--- src/rtl/clk_en_gen_pkg.sv ---
// clk_en_gen_pkg
//   Shared types and constants for the clock-enable generator.
//   clk_mode_t   : speed mode (CLK_LOW / CLK_FULL), mirrors mode_full_o
//   CLKGEN_*     : default channel count and divisor width
//   DIV_*_USB    : default USB divisors from a 96 MHz PLL clock
//                  (full speed 48 MHz, low speed 6 MHz)
package clk_en_gen_pkg;

    typedef enum logic {
        CLK_LOW  = 1'b0,
        CLK_FULL = 1'b1
    } clk_mode_t;

    localparam int CLKGEN_NUM_CH = 2;
    localparam int CLKGEN_DIV_W  = 8;
    localparam int DIV_FS_USB    = 2;
    localparam int DIV_LS_USB    = 16;

endpackage

--- src/rtl/clk_en_div.sv ---
// clk_en_div
//   One enable channel: down-counter, reload, registered strobe and optional
//   divided toggle output.
//   Optional feature macro: CLKGEN_TOGGLE_EN (adds o_tgl and its flop).
// Ports
//   i_clk    in   clock
//   i_rst_n  in   asynchronous active-low reset
//   i_clr    in   synchronous clear: counter, strobe and toggle to 0
//   i_div    in   divisor, sampled only on reload; 0 behaves as 1
//   o_zero   out  counter is 0 (reload happens on the next edge)
//   o_ce     out  one-cycle enable strobe, registered
//   o_tgl    out  toggles on every strobe (CLKGEN_TOGGLE_EN only)
module clk_en_div #(
    parameter int DIV_W = 8
) (
    input  logic             i_clk,
    input  logic             i_rst_n,
    input  logic             i_clr,
    input  logic [DIV_W-1:0] i_div,
    output logic             o_zero,
    output logic             o_ce
`ifdef CLKGEN_TOGGLE_EN
    ,
    output logic             o_tgl
`endif
);

    localparam logic [DIV_W-1:0] ONE = {{(DIV_W-1){1'b0}}, 1'b1};

    logic [DIV_W-1:0] r_cnt;
    logic             r_ce;
    logic [DIV_W-1:0] w_reload;

    // A divisor of 0 reloads like a divisor of 1, so the count never wraps.
    assign w_reload = (i_div == '0) ? '0 : (i_div - ONE);
    assign o_zero   = (r_cnt == '0);
    assign o_ce     = r_ce;

    always_ff @(posedge i_clk or negedge i_rst_n) begin
        if (!i_rst_n) begin
            r_cnt <= '0;
            r_ce  <= 1'b0;
        end else if (i_clr) begin
            r_cnt <= '0;
            r_ce  <= 1'b0;
        end else if (o_zero) begin
            r_cnt <= w_reload;
            r_ce  <= 1'b1;
        end else begin
            r_cnt <= r_cnt - ONE;
            r_ce  <= 1'b0;
        end
    end

`ifdef CLKGEN_TOGGLE_EN
    logic r_tgl;

    assign o_tgl = r_tgl;

    // Flips together with the registered strobe: 50% duty, period 2*div.
    always_ff @(posedge i_clk or negedge i_rst_n) begin
        if (!i_rst_n) begin
            r_tgl <= 1'b0;
        end else if (i_clr) begin
            r_tgl <= 1'b0;
        end else if (o_zero) begin
            r_tgl <= ~r_tgl;
        end
    end
`endif

endmodule

--- src/rtl/clk_en_gen.sv ---
// clk_en_gen
//   Parametrised clock-enable generator in the single PLL clock domain.
//   NUM_CH channels each produce a one-cycle strobe from a runtime divisor;
//   a req/ack handshake switches all channels between the low- and full-speed
//   divisor sets, aligned to a channel-0 boundary.
//   Optional feature macro: CLKGEN_TOGGLE_EN (adds tgl_o).
// Ports
//   clk_i        in   clock for all logic
//   rst_ni       in   asynchronous active-low reset
//   div_fs_i     in   per-channel full-speed divisors, ch0 in LSBs
//   div_ls_i     in   per-channel low-speed divisors, ch0 in LSBs
//   mode_req_i   in   speed-change request level, held until ack
//   mode_full_i  in   requested mode (1 = full, 0 = low)
//   mode_ack_o   out  one-cycle pulse: request done
//   mode_full_o  out  current mode
//   busy_o       out  switch in progress (state != RUN)
//   ce_o         out  per-channel enable strobes, registered
//   ce_sync_o    out  all ce_o bits high in the same cycle
//   tgl_o        out  divided toggle outputs (CLKGEN_TOGGLE_EN only)
//
// Handshake: the requester raises mode_req_i with mode_full_i valid and holds
// both until mode_ack_o pulses. The ack cycle itself never starts a request;
// mode_req_i still high in the cycle after the ack is a new request. Once a
// switch has left RUN it always completes and acks, whatever mode_req_i and
// mode_full_i do.
module clk_en_gen
    import clk_en_gen_pkg::*;
#(
    parameter int NUM_CH      = 2,
    parameter int DIV_W       = 8,
    parameter bit FULL_AT_RST = 1'b1
) (
    input  logic                    clk_i,
    input  logic                    rst_ni,
    input  logic [NUM_CH*DIV_W-1:0] div_fs_i,
    input  logic [NUM_CH*DIV_W-1:0] div_ls_i,
    input  logic                    mode_req_i,
    input  logic                    mode_full_i,
    output logic                    mode_ack_o,
    output logic                    mode_full_o,
    output logic                    busy_o,
    output logic [NUM_CH-1:0]       ce_o,
    output logic                    ce_sync_o
`ifdef CLKGEN_TOGGLE_EN
    ,
    output logic [NUM_CH-1:0]       tgl_o
`endif
);

    typedef enum logic [1:0] {
        ST_RUN   = 2'd0,
        ST_ALIGN = 2'd1,
        ST_LOAD  = 2'd2
    } state_t;

    localparam clk_mode_t MODE_RST = FULL_AT_RST ? CLK_FULL : CLK_LOW;

    state_t          r_state, w_state_nxt;
    clk_mode_t       r_mode, w_mode_nxt;
    clk_mode_t       r_target, w_target_nxt;
    logic            r_ack, w_ack_nxt;
    logic            w_clr;
    logic [NUM_CH-1:0] w_zero;

    always_ff @(posedge clk_i or negedge rst_ni) begin
        if (!rst_ni) begin
            r_state  <= ST_RUN;
            r_mode   <= MODE_RST;
            r_target <= MODE_RST;
            r_ack    <= 1'b0;
        end else begin
            r_state  <= w_state_nxt;
            r_mode   <= w_mode_nxt;
            r_target <= w_target_nxt;
            r_ack    <= w_ack_nxt;
        end
    end

    always_comb begin
        w_state_nxt  = r_state;
        w_mode_nxt   = r_mode;
        w_target_nxt = r_target;
        w_ack_nxt    = 1'b0;
        w_clr        = 1'b0;
        case (r_state)
            ST_RUN: begin
                if (mode_req_i && !r_ack) begin
                    if (mode_full_i == (r_mode == CLK_FULL)) begin
                        w_ack_nxt = 1'b1;
                    end else begin
                        w_target_nxt = clk_mode_t'(mode_full_i);
                        w_state_nxt  = ST_ALIGN;
                    end
                end
            end
            ST_ALIGN: begin
                // At the ch0 boundary the would-be strobe is dropped and all
                // counters are zeroed, so every channel reloads from the new
                // divisor set on the next edge and strobes together.
                if (w_zero[0]) begin
                    w_mode_nxt  = r_target;
                    w_clr       = 1'b1;
                    w_state_nxt = ST_LOAD;
                end
            end
            ST_LOAD: begin
                w_ack_nxt   = 1'b1;
                w_state_nxt = ST_RUN;
            end
            default: begin
                w_state_nxt = ST_RUN;
            end
        endcase
    end

    for (genvar c = 0; c < NUM_CH; c++) begin : g_ch
        logic [DIV_W-1:0] w_div;

        assign w_div = (r_mode == CLK_FULL) ? div_fs_i[c*DIV_W +: DIV_W]
                                            : div_ls_i[c*DIV_W +: DIV_W];

        clk_en_div #(
            .DIV_W(DIV_W)
        ) u_div (
            .i_clk   (clk_i),
            .i_rst_n (rst_ni),
            .i_clr   (w_clr),
            .i_div   (w_div),
            .o_zero  (w_zero[c]),
            .o_ce    (ce_o[c])
`ifdef CLKGEN_TOGGLE_EN
            ,
            .o_tgl   (tgl_o[c])
`endif
        );
    end

    assign ce_sync_o   = &ce_o;
    assign mode_ack_o  = r_ack;
    assign mode_full_o = (r_mode == CLK_FULL);
    assign busy_o      = (r_state != ST_RUN);

endmodule

--- config.mk ---
export PLATFORM = sky130hd
export DESIGN_NAME = clk_en_gen
export DESIGN_NICKNAME = d
export VERILOG_FILES = /design/src/rtl/clk_en_gen_pkg.sv /design/src/rtl/clk_en_div.sv /design/src/rtl/clk_en_gen.sv
export SDC_FILE = /design/constraint.sdc
export NUM_CORES = 1
export LEC_CHECK = 0
export BUFFER_PORTS_ARGS = -buffer_cell sky130_fd_sc_hd__clkbuf_2
export CORE_MARGIN = 5
export CORE_UTILIZATION = 30
export CTS_CLUSTER_SIZE = 24
export DETAILED_ROUTE_END_ITERATION = 12
export PLACE_DENSITY_LB_ADDON = 0.1
export SLEW_MARGIN = 15
export SYNTH_ARGS = -nofsm -noshare
export SYNTH_HDL_FRONTEND = slang
export SYNTH_SLANG_ARGS = --single-unit
--- constraint.sdc ---
create_clock -name clk_i -period 3.4 [get_ports clk_i]
set_input_delay 0.68 -clock clk_i [delete_from_list [all_inputs] [get_ports clk_i]]
set_output_delay 0.68 -clock clk_i [all_outputs]
set_load 0.02 [all_outputs]
# [After elaboration in Yosys (flattened, before gate mapping)]
# Index checks and enable logic that the tools add are counted.
[word_totals] reg_bits=23 input_bits=36 out_inout_bits=6
[classes] n_addsub=4 n_eq_ne=6 muxes=20 n_bitwise=1 reduce_logical=12
[op_table] operator="2-to-1 mux 8 bit" n=8
[op_table] operator="logical NOT 8 bit" n=4
[op_table] operator="subtractor 8 x 1 -> 8 bit, second input constant" n=4
[op_table] operator="2-to-1 mux 1 bit" n=7
[op_table] operator="2-to-1 mux 2 bit" n=3
[op_table] operator="AND reduction 3 bit" n=2
[op_table] operator="inequality test 2 bit, second input constant" n=2
[op_table] operator="one-hot mux 2 bit (2 select lines)" n=1
[op_table] operator="AND reduction 2 bit" n=2
[op_table] operator="== test 2 x 1 -> 1 bit, second input constant" n=1
[op_table] operator="== test 2 bit, second input constant" n=1
[op_table] operator="logical NOT 2 bit" n=1
[op_table] operator="inequality test 2 x 1 -> 1 bit, second input constant" n=1
[op_table] operator="one-hot mux 1 bit (2 select lines)" n=1
[op_table] operator="nonzero test 2 bit" n=1
[op_table] operator="== test 1 bit" n=1
[op_table] operator="logical AND 1 bit" n=1
[op_table] operator="logical NOT 1 bit" n=1
[op_table] operator="inverter 1 bit" n=1

# [Longest topological paths before layout]
# Gate-level depths: netlist of the first run.
[logic_depth] depth_word=5 ltp_mapped=9 depth_no_buf=7

# [Hierarchy]
# A second synthesis of the first run with hierarchy kept.
[hier_totals] hier_cells=175 hier_area_um2=1724.2
[modules_own_cells] module="clk_en_div" n_inst=2 cells_each=68 area_per_inst_um2=644.4 seq_area_each_um2=225.2
[modules_own_cells] module="clk_en_gen" n_inst=1 cells_each=39 area_per_inst_um2=435.4 seq_area_each_um2=127.6

# [Worst setup path after synthesis of the first run]
# OpenSTA, ideal clock, no wires.
[synth_path] path_type="register to register" startpoint="register r_mode (netlist: mode_full_o)" endpoint="register g_ch[0].u_div.r_cnt[6]" setup_time_ns=0.130 arrival_time_ns=2.653 required_time_ns=3.270 path_slack_ns=0.618 path_stages_with_launch=10 n_path_buf=2 period_less_slack_ns=2.782 cell_sequence="dfstp_2 -> buf_1 -> buf_2 -> mux2i_1 -> ha_1 -> or4b_2 -> nand3_1 -> mux2i_1 -> a21oi_1 -> o41ai_1"
[synth_via] elab_chain_len=5 elab_cells_between_ends=6
[synth_lines] item="start, declared" line_no="clk_en_gen.sv:59" rtl="clk_mode_t r_mode, w_mode_nxt;"
[synth_lines] item="start signal, assigned" line_no="clk_en_gen.sv:73" rtl="r_mode <= w_mode_nxt;"
[synth_lines] item="2-to-1 mux 8 bit *" line_no="clk_en_gen.sv:119" rtl="assign w_div = (r_mode == CLK_FULL) ? div_fs_i[c*DIV_W +: DIV_W]"
[synth_lines] item="subtractor 8 x 1 -> 8 bit / logical NOT 8 bit (equally long branches)" line_no="clk_en_div.sv:35" rtl="assign w_reload = (i_div == '0) ? '0 : (i_div - ONE);"
[synth_lines] item="2-to-1 mux 8 bit *" line_no="clk_en_div.sv:35"
[synth_lines] item="2-to-1 mux 8 bit *" line_no="clk_en_div.sv:46" rtl="end else if (o_zero) begin"
[synth_lines] item="2-to-1 mux 8 bit *" line_no="clk_en_div.sv:43" rtl="end else if (i_clr) begin"
[synth_lines] item="end signal, assigned" line_no="clk_en_div.sv:47" rtl="r_cnt <= w_reload;"
[synth_lines] item="end signal, assigned" line_no="clk_en_div.sv:50" rtl="r_cnt <= r_cnt - ONE;"
[synth_lines] item="end, declared" line_no="clk_en_div.sv:30" rtl="logic [DIV_W-1:0] r_cnt;"
# Every way passes the cells marked *; elsewhere a longest branch is shown, timed or not.
# A chain may end at the register's enable or synchronous reset.

# [Final worst setup path of the first run]
# Ends and elaborated chain as after synthesis.

==> flow_metrics.tcl, run 1 <==
set metrics [dict create \
    synth_seq_cells 23 \
    grt_max_degree 27 \
    overflow 0 \
    gp_congestion 0.719 \
    antenna_cells 0 \
    io_pins 42 \
    grt_pass1_wl_um 7020 \
    clock_sinks 23 \
    max_freq_mhz 415 \
    worstPathArrival_ns 2.56 \
    synth_flop_cell "dfrtp_1" \
    drive_above_1_share_pct 24.8 \
    worst_slew_pin_slew_ns 0.759 \
    path_max_fanout 9 \
    wl_per_cell_um 13.3 \
    timing.final.crit_share_pct 70.9 \
    fin_hold_ws_ns 0.398 \
    clkPwrFrac_pct 33.1 \
    n_fill_cell 580 \
    synth_cells 191 \
    nets 274 \
    hpwl_um 3280 \
    vias_per_cell 4.99 \
    clk_pin_slew_ns 0.08 \
    grt_setup_unrepaired "false" \
    clock_latency_ns 0.26 \
    outcome "finished clean" \
    rows 27 \
    drt_iter0_drc 68 \
    ctsLongestPathBuffers 2 \
    synth.avg_cell_area_um2 9.08 \
    switching_power_uw 126 \
    areaGrowthSynthToFinish_pct 18.0 \
    vdd_drop_max_v 0.000132 \
    maxSlewViolCount 0 \
    synth-edff-count 0 \
    async_flop_share_pct 100 \
    reg2reg_to "g_ch[0].u_div.r_cnt[6]" \
    htree_levels 1 \
    fin_setup_tns_ns 0 \
    r2r_start "mode_full_o" \
    cap_violations 0 \
    finalSetupViolCount 0 \
    finalHoldViolations 0 \
    synth_top_cells_by_area "dfrtp_1 (30%), xnor2_1 (9.6%), mux2i_1 (8.1%)" \
    path_class "reg2reg" \
    synth_seq_area_share_pct 33.3 \
    ys.warnings.count 0 \
    hp-class "in2async" \
    die_w_um 86.0 \
    grt_use_total_pct 11.5 \
    start_kind "flip-flop" \
    die_h_um 86.0 \
    power_frac_comb_pct 13.6 \
    cts_setup_buffers 0 \
    synth.distinct_cells 44 \
    tritoncts "yes" \
    synthesis.area_um2 1730 \
    finalCriticalPeriod_ns 2.41 \
    synth_most_common_cell "dfrtp_1" \
    p_per_area_nw_per_um2 251 \
    synth.largest_area_cell "dfrtp_1" \
    synthDominantCellAreaShare_pct 30.3 \
    antenna_found_initial 0 \
    p_leak_uw 0.000789 \
    intPower_uw 388 \
    relSlewSlack_pct 48.7 \
    vias 1506 \
    dr.pass1.iters 4 \
    pwr-share-seq_pct 53.3 \
    holdBufCountCts 0 \
    synth_nets 234 \
    core_um2 5570 \
    fin_skew_ns 0.00438 \
    worstRegToRegCells 7 \
    drt_wl_total_um 4020 \
    rrSetupSlack_ns 0.99 \
    critPathRequiredTime_ns 3.55 \
    endpoint_kind "flip-flop" \
    port_buffers 41 \
    switching_share_pct 24.5 \
    cts_resized 0 \
    synthTopCellsByCount "dfrtp_1 (21), xnor2_1 (19), mux2i_1 (14), nand2_1 (13), o21ai_0 (13)" \
    drc 0 \
    root_buffer "clkbuf_8" \
    grt_pass1_vias 1491 \
    die_area_um2 7400 \
    start_util_pct 31.1 \
    totalPowerFinal_uw 513 \
    ant_nets 0 \
    cts_made_buffers 3 \
]
## cell type report
class	count	area, um^2	share of cell area, %
Tap cell	72	90.1	4.40
Clock buffer	3	41.3	2.02
Sequential cell	23	578	28.2
Clock inverter	1	5.00	0.244
Multi-Input combinational cell	152	1090	53.1
Inverter	9	33.8	1.65
Timing Repair Buffer	42	213	10.4
## critical path, stage by stage, from the launching register on
cell and delay (ns):
dfstp_2 0.66, mux2i_1 0.38, ha_1 0.25, or4b_2 0.59, nand3_1 0.10, mux2i_1 0.08
a21oi_1 0.16, o41ai_1 0.08
## worst max-delay path by stage
stage | startpoint | endpoint | slack, ns | depth (start not counted)
finish | mode_full_o | g_ch[0].u_div.r_cnt[6] | 0.99 | 7
global route | mode_full_o | g_ch[0].u_div.r_cnt[6] | 0.78 | 7
CTS | mode_full_o | g_ch[0].u_div.r_cnt[6] | 0.97 | 7
global placement | div_fs_i[0] | g_ch[0].u_div.r_cnt[6] | 0.90 | 8
floorplan | mode_full_o | g_ch[0].u_div.r_cnt[6] | 0.62 | 9
detailed placement | div_fs_i[0] | g_ch[0].u_div.r_cnt[6] | 0.95 | 8
## power groups by stage
stage | registers [uW] | logic [uW] | clock network (uW)
floorplan | 279 | 30.4 | 0
global placement | 279 | 71.6 | 0
detailed placement | 279 | 70.2 | 0
CTS | 273 | 70.7 | 178
global route | 273 | 79.7 | 184
finish | 273 | 69.8 | 170
## cells by family (layout without fill, tap and decap cells)
family / Yosys count / in the layout / share of synthesized area, %
adders and majority gates: 7 / 7 / 5.05
xor gates and xnor gates: 23 / 23 / 11.6
and+or+nand+nor: 65 / 65 / 21.9
AOI/OAI and AO/OA: 42 / 42 / 15.4
DFF: 23 / 23 / 33.3
muxes: 15 / 15 / 8.73
buffers and inverters: 16 / 55 / 4.04
## per-layer routing
metal	up-vias	global-route usage (%)	wire, um	part of all wire, %
met5	-	0	0	0
met4	0	3.02	28	0.70
met3	4	1.34	230	5.7
met2	41	17.0	1630	41
met1	685	17.5	2130	53
li1	776	-	-	-
## flip-flops by register name, summed over array words and instances (netlist names)
register and cells:
g_ch.u_div.o_ce 2, r_state 2, mode_ack_o 1, g_ch.u_div.r_cnt 16, r_target 1, mode_full_o 1
## layout by cell type, fill, tap and decap left out, types with 2 or more instances in the layout
cell type / instances
nand3_1: 5
o22ai_1: 10
and2_1: 2
nor4_1: 2
ha_1: 7
clkbuf_2: 41
nor3_1: 10
o21ai_0: 13
or4b_2: 2
dfrtp_1: 21
nand2_1: 13
o21a_1: 2
a21oi_1: 4
dfstp_2: 2
clkbuf_8: 3
inv_1: 9
nand3b_1: 2
xor2_1: 4
xnor2_1: 19
nor4b_1: 4
nor2_1: 11
mux2i_1: 14
nor3b_1: 7
a31oi_1: 3
## metrics by stage
step	setup WS, ns	util, %	cells	instance area (um^2)
finish	0.989	36.7	302	2050
global route	0.785	36.7	302	2050
CTS	0.974	36.7	302	2050
detailed placement	0.948	35.9	298	2000
global placement	0.904	35.9	298	2000
floorplan	0.618	-	191	1730
(Power assumes the default switching activity.)
==> run 2: changes to the inputs <==
Clock period 3.4 ns to 2.25 ns, I/O delays scaled along.
==> run 2 against run 1 <==
  * Routed wire length grew 9.7%
  * Largest cell class unchanged
  * Critical endpoint is now g_ch[1].u_div.r_cnt[3]
  * Power grew 54%
  * Non-clock buffer count grew 7
  * Setup slack lost 0.85 ns
  * Clock power grew 55%
  * Clock skew grew 0.0014 ns
  * Sequential cell count is the same
  * Cell area grew 5.5%
  * Sequential power grew 51%
  * Sequential share of layout area shrank 1.5 points
==> flow_metrics.tcl, run 2 (synthesis results as in run 1) <==
set metrics [dict create \
    intPower_uw 590 \
    max_freq_mhz 474 \
    drc 0 \
    root_buffer "clkbuf_8" \
    fin_skew_ns 0.00576 \
    areaGrowthSynthToFinish_pct 24.5 \
    clk_pin_slew_ns 0.09 \
    vias_per_cell 5.04 \
    layout_commonest_cell "clkbuf_2" \
    clock_latency_ns 0.27 \
    vias 1556 \
    overflow 0 \
    switching_power_uw 200 \
    hp-class "in2async" \
    critPathRequiredTime_ns 2.44 \
    die_h_um 86.0 \
    grt_pass1_wl_um 7660 \
    htree_levels 1 \
    antenna_cells 0 \
    ctsLongestPathBuffers 2 \
    vdd_drop_max_v 0.000187 \
    fin_area_um2 2160 \
    start_util_pct 31.1 \
    worstPathArrival_ns 2.30 \
    drt_wl_total_um 4410 \
    worst_slew_pin_slew_ns 0.590 \
    outcome "finished clean" \
    antenna_found_initial 0 \
    switching_share_pct 25.3 \
    dr.pass1.iters 4 \
    p_per_area_nw_per_um2 366 \
    core_um2 5570 \
    rows 27 \
    gp_congestion 0.723 \
    totalPowerFinal_uw 790 \
    cts_setup_buffers 0 \
    power_frac_comb_pct 14.4 \
    wl_per_cell_um 14.3 \
    clock_sinks 23 \
    io_pins 42 \
    path_max_fanout 7 \
    port_buffers 41 \
    die_area_um2 7400 \
    cts_made_buffers 3 \
    start_kind "flip-flop" \
    maxSlewViolCount 0 \
    hpwl_um 3620 \
    largest_reg_flops 16 \
    ant_nets 0 \
    grt_max_degree 24 \
    drt_iter0_drc 36 \
    cap_violations 0 \
    n_fill_cell 575 \
    placed_cell_area_um2 2090 \
    grt_pass1_vias 1546 \
    relSlewSlack_pct 60.7 \
    grt_use_total_pct 12.9 \
    finalHoldViolations 0 \
    finalCriticalPeriod_ns 2.11 \
    drive_above_1_share_pct 29.5 \
    nets 281 \
    endpoint_kind "flip-flop" \
    grt_setup_unrepaired "false" \
    timing.final.crit_share_pct 93.8 \
    tritoncts "yes" \
    finalSetupViolCount 0 \
    p_leak_uw 0.000834 \
    clkPwrFrac_pct 33.3 \
    path_class "reg2reg" \
    die_w_um 86.0 \
    top_register "g_ch.u_div.r_cnt" \
    pwr-share-seq_pct 52.3 \
    final_cell_mix "clkbuf_2 (41), dfrtp_1 (21), xnor2_1 (19)" \
]
## run 2: cell count changes in the layout (fill, tap and decap cells not counted), moves of 2 or more
cell     delta
or4b_4      +2
mux2i_1     -2
buf_4       +6
or4b_2      -2
## run 2: timing repair
item	in CTS	in global routing
hold buffers	0	0
endpoints found under the setup margin	0	11
gates resized for setup	0	7
## run 2: power groups by stage
| stage | Sequential [uW] | Combinational [uW] | Clock, uW |
|---|---|---|---|
| floorplan | 421 | 47.9 | 0 |
| global placement | 421 | 114 | 0 |
| detailed placement | 421 | 114 | 0 |
| CTS | 413 | 115 | 272 |
| global route | 413 | 129 | 289 |
| finish | 413 | 114 | 263 |
## run 2: worst paths after layout
check,slack (ns),depth (start not counted),start,end
max,0.14,5,g_ch[1].u_div.r_cnt[3],g_ch[1].u_div.r_cnt[3]
min,0.17,1,rst_ni,g_ch[0].u_div.r_cnt[1]
max reg2reg,0.14,5,g_ch[1].u_div.r_cnt[3],g_ch[1].u_div.r_cnt[3]
min reg2reg,0.49,1,r_state[0],mode_ack_o
max in group asynchronous,1.69,1,rst_ni,g_ch[1].u_div.r_cnt[7]
min in group clk_i,0.47,3,mode_req_i,mode_ack_o
## run 2: per-layer routing
| layer | vias to the layer above | wire (um) | track usage, % |
|---|---|---|---|
| li1 | 790 | - | - |
| met1 | 712 | 2390 | 20.2 |
| met2 | 48 | 1750 | 17.7 |
| met3 | 6 | 231 | 2.02 |
| met4 | 0 | 46 | 3.88 |
| met5 | - | 0 | 0 |
## run 2: cell type report
type / instances / area (um^2) / area share (%)
multi-input cells: 152 / 1130 / 52.5
inverters: 9 / 33.8 / 1.56
clock inverters: 1 / 5.00 / 0.232
flip-flops and latches: 23 / 578 / 26.8
clock buffers: 3 / 41.3 / 1.91
repair buffers: 49 / 278 / 12.9
well taps: 72 / 90.1 / 4.17
## run 2: stage by stage
| stage | hold slack [ns] | worst slack, ns | util (%) | TNS [ns] | cells |
|---|---|---|---|---|---|
| final | 0.166 | 0.140 | 38.7 | 0 | 309 |
| after global routing | 0.230 | 0.0190 | 38.7 | 0 | 309 |
| after CTS | 0.191 | 0.0752 | 38.3 | 0 | 309 |
| after detailed placement | 0.487 | 0.0943 | 37.5 | 0 | 305 |
| after global placement | 0.484 | 0.103 | 37.5 | 0 | 305 |
| after floorplan | 0.154 | -0.00447 | - | -0.00447 | 191 |
## run 2: critical path, cell delays in order, from the launching register on
cell and delay, ns:
dfrtp_1 0.41, or4_4 0.53, or4b_4 0.55, a21oi_2 0.24
o21ai_4 0.13, o22ai_1 0.18
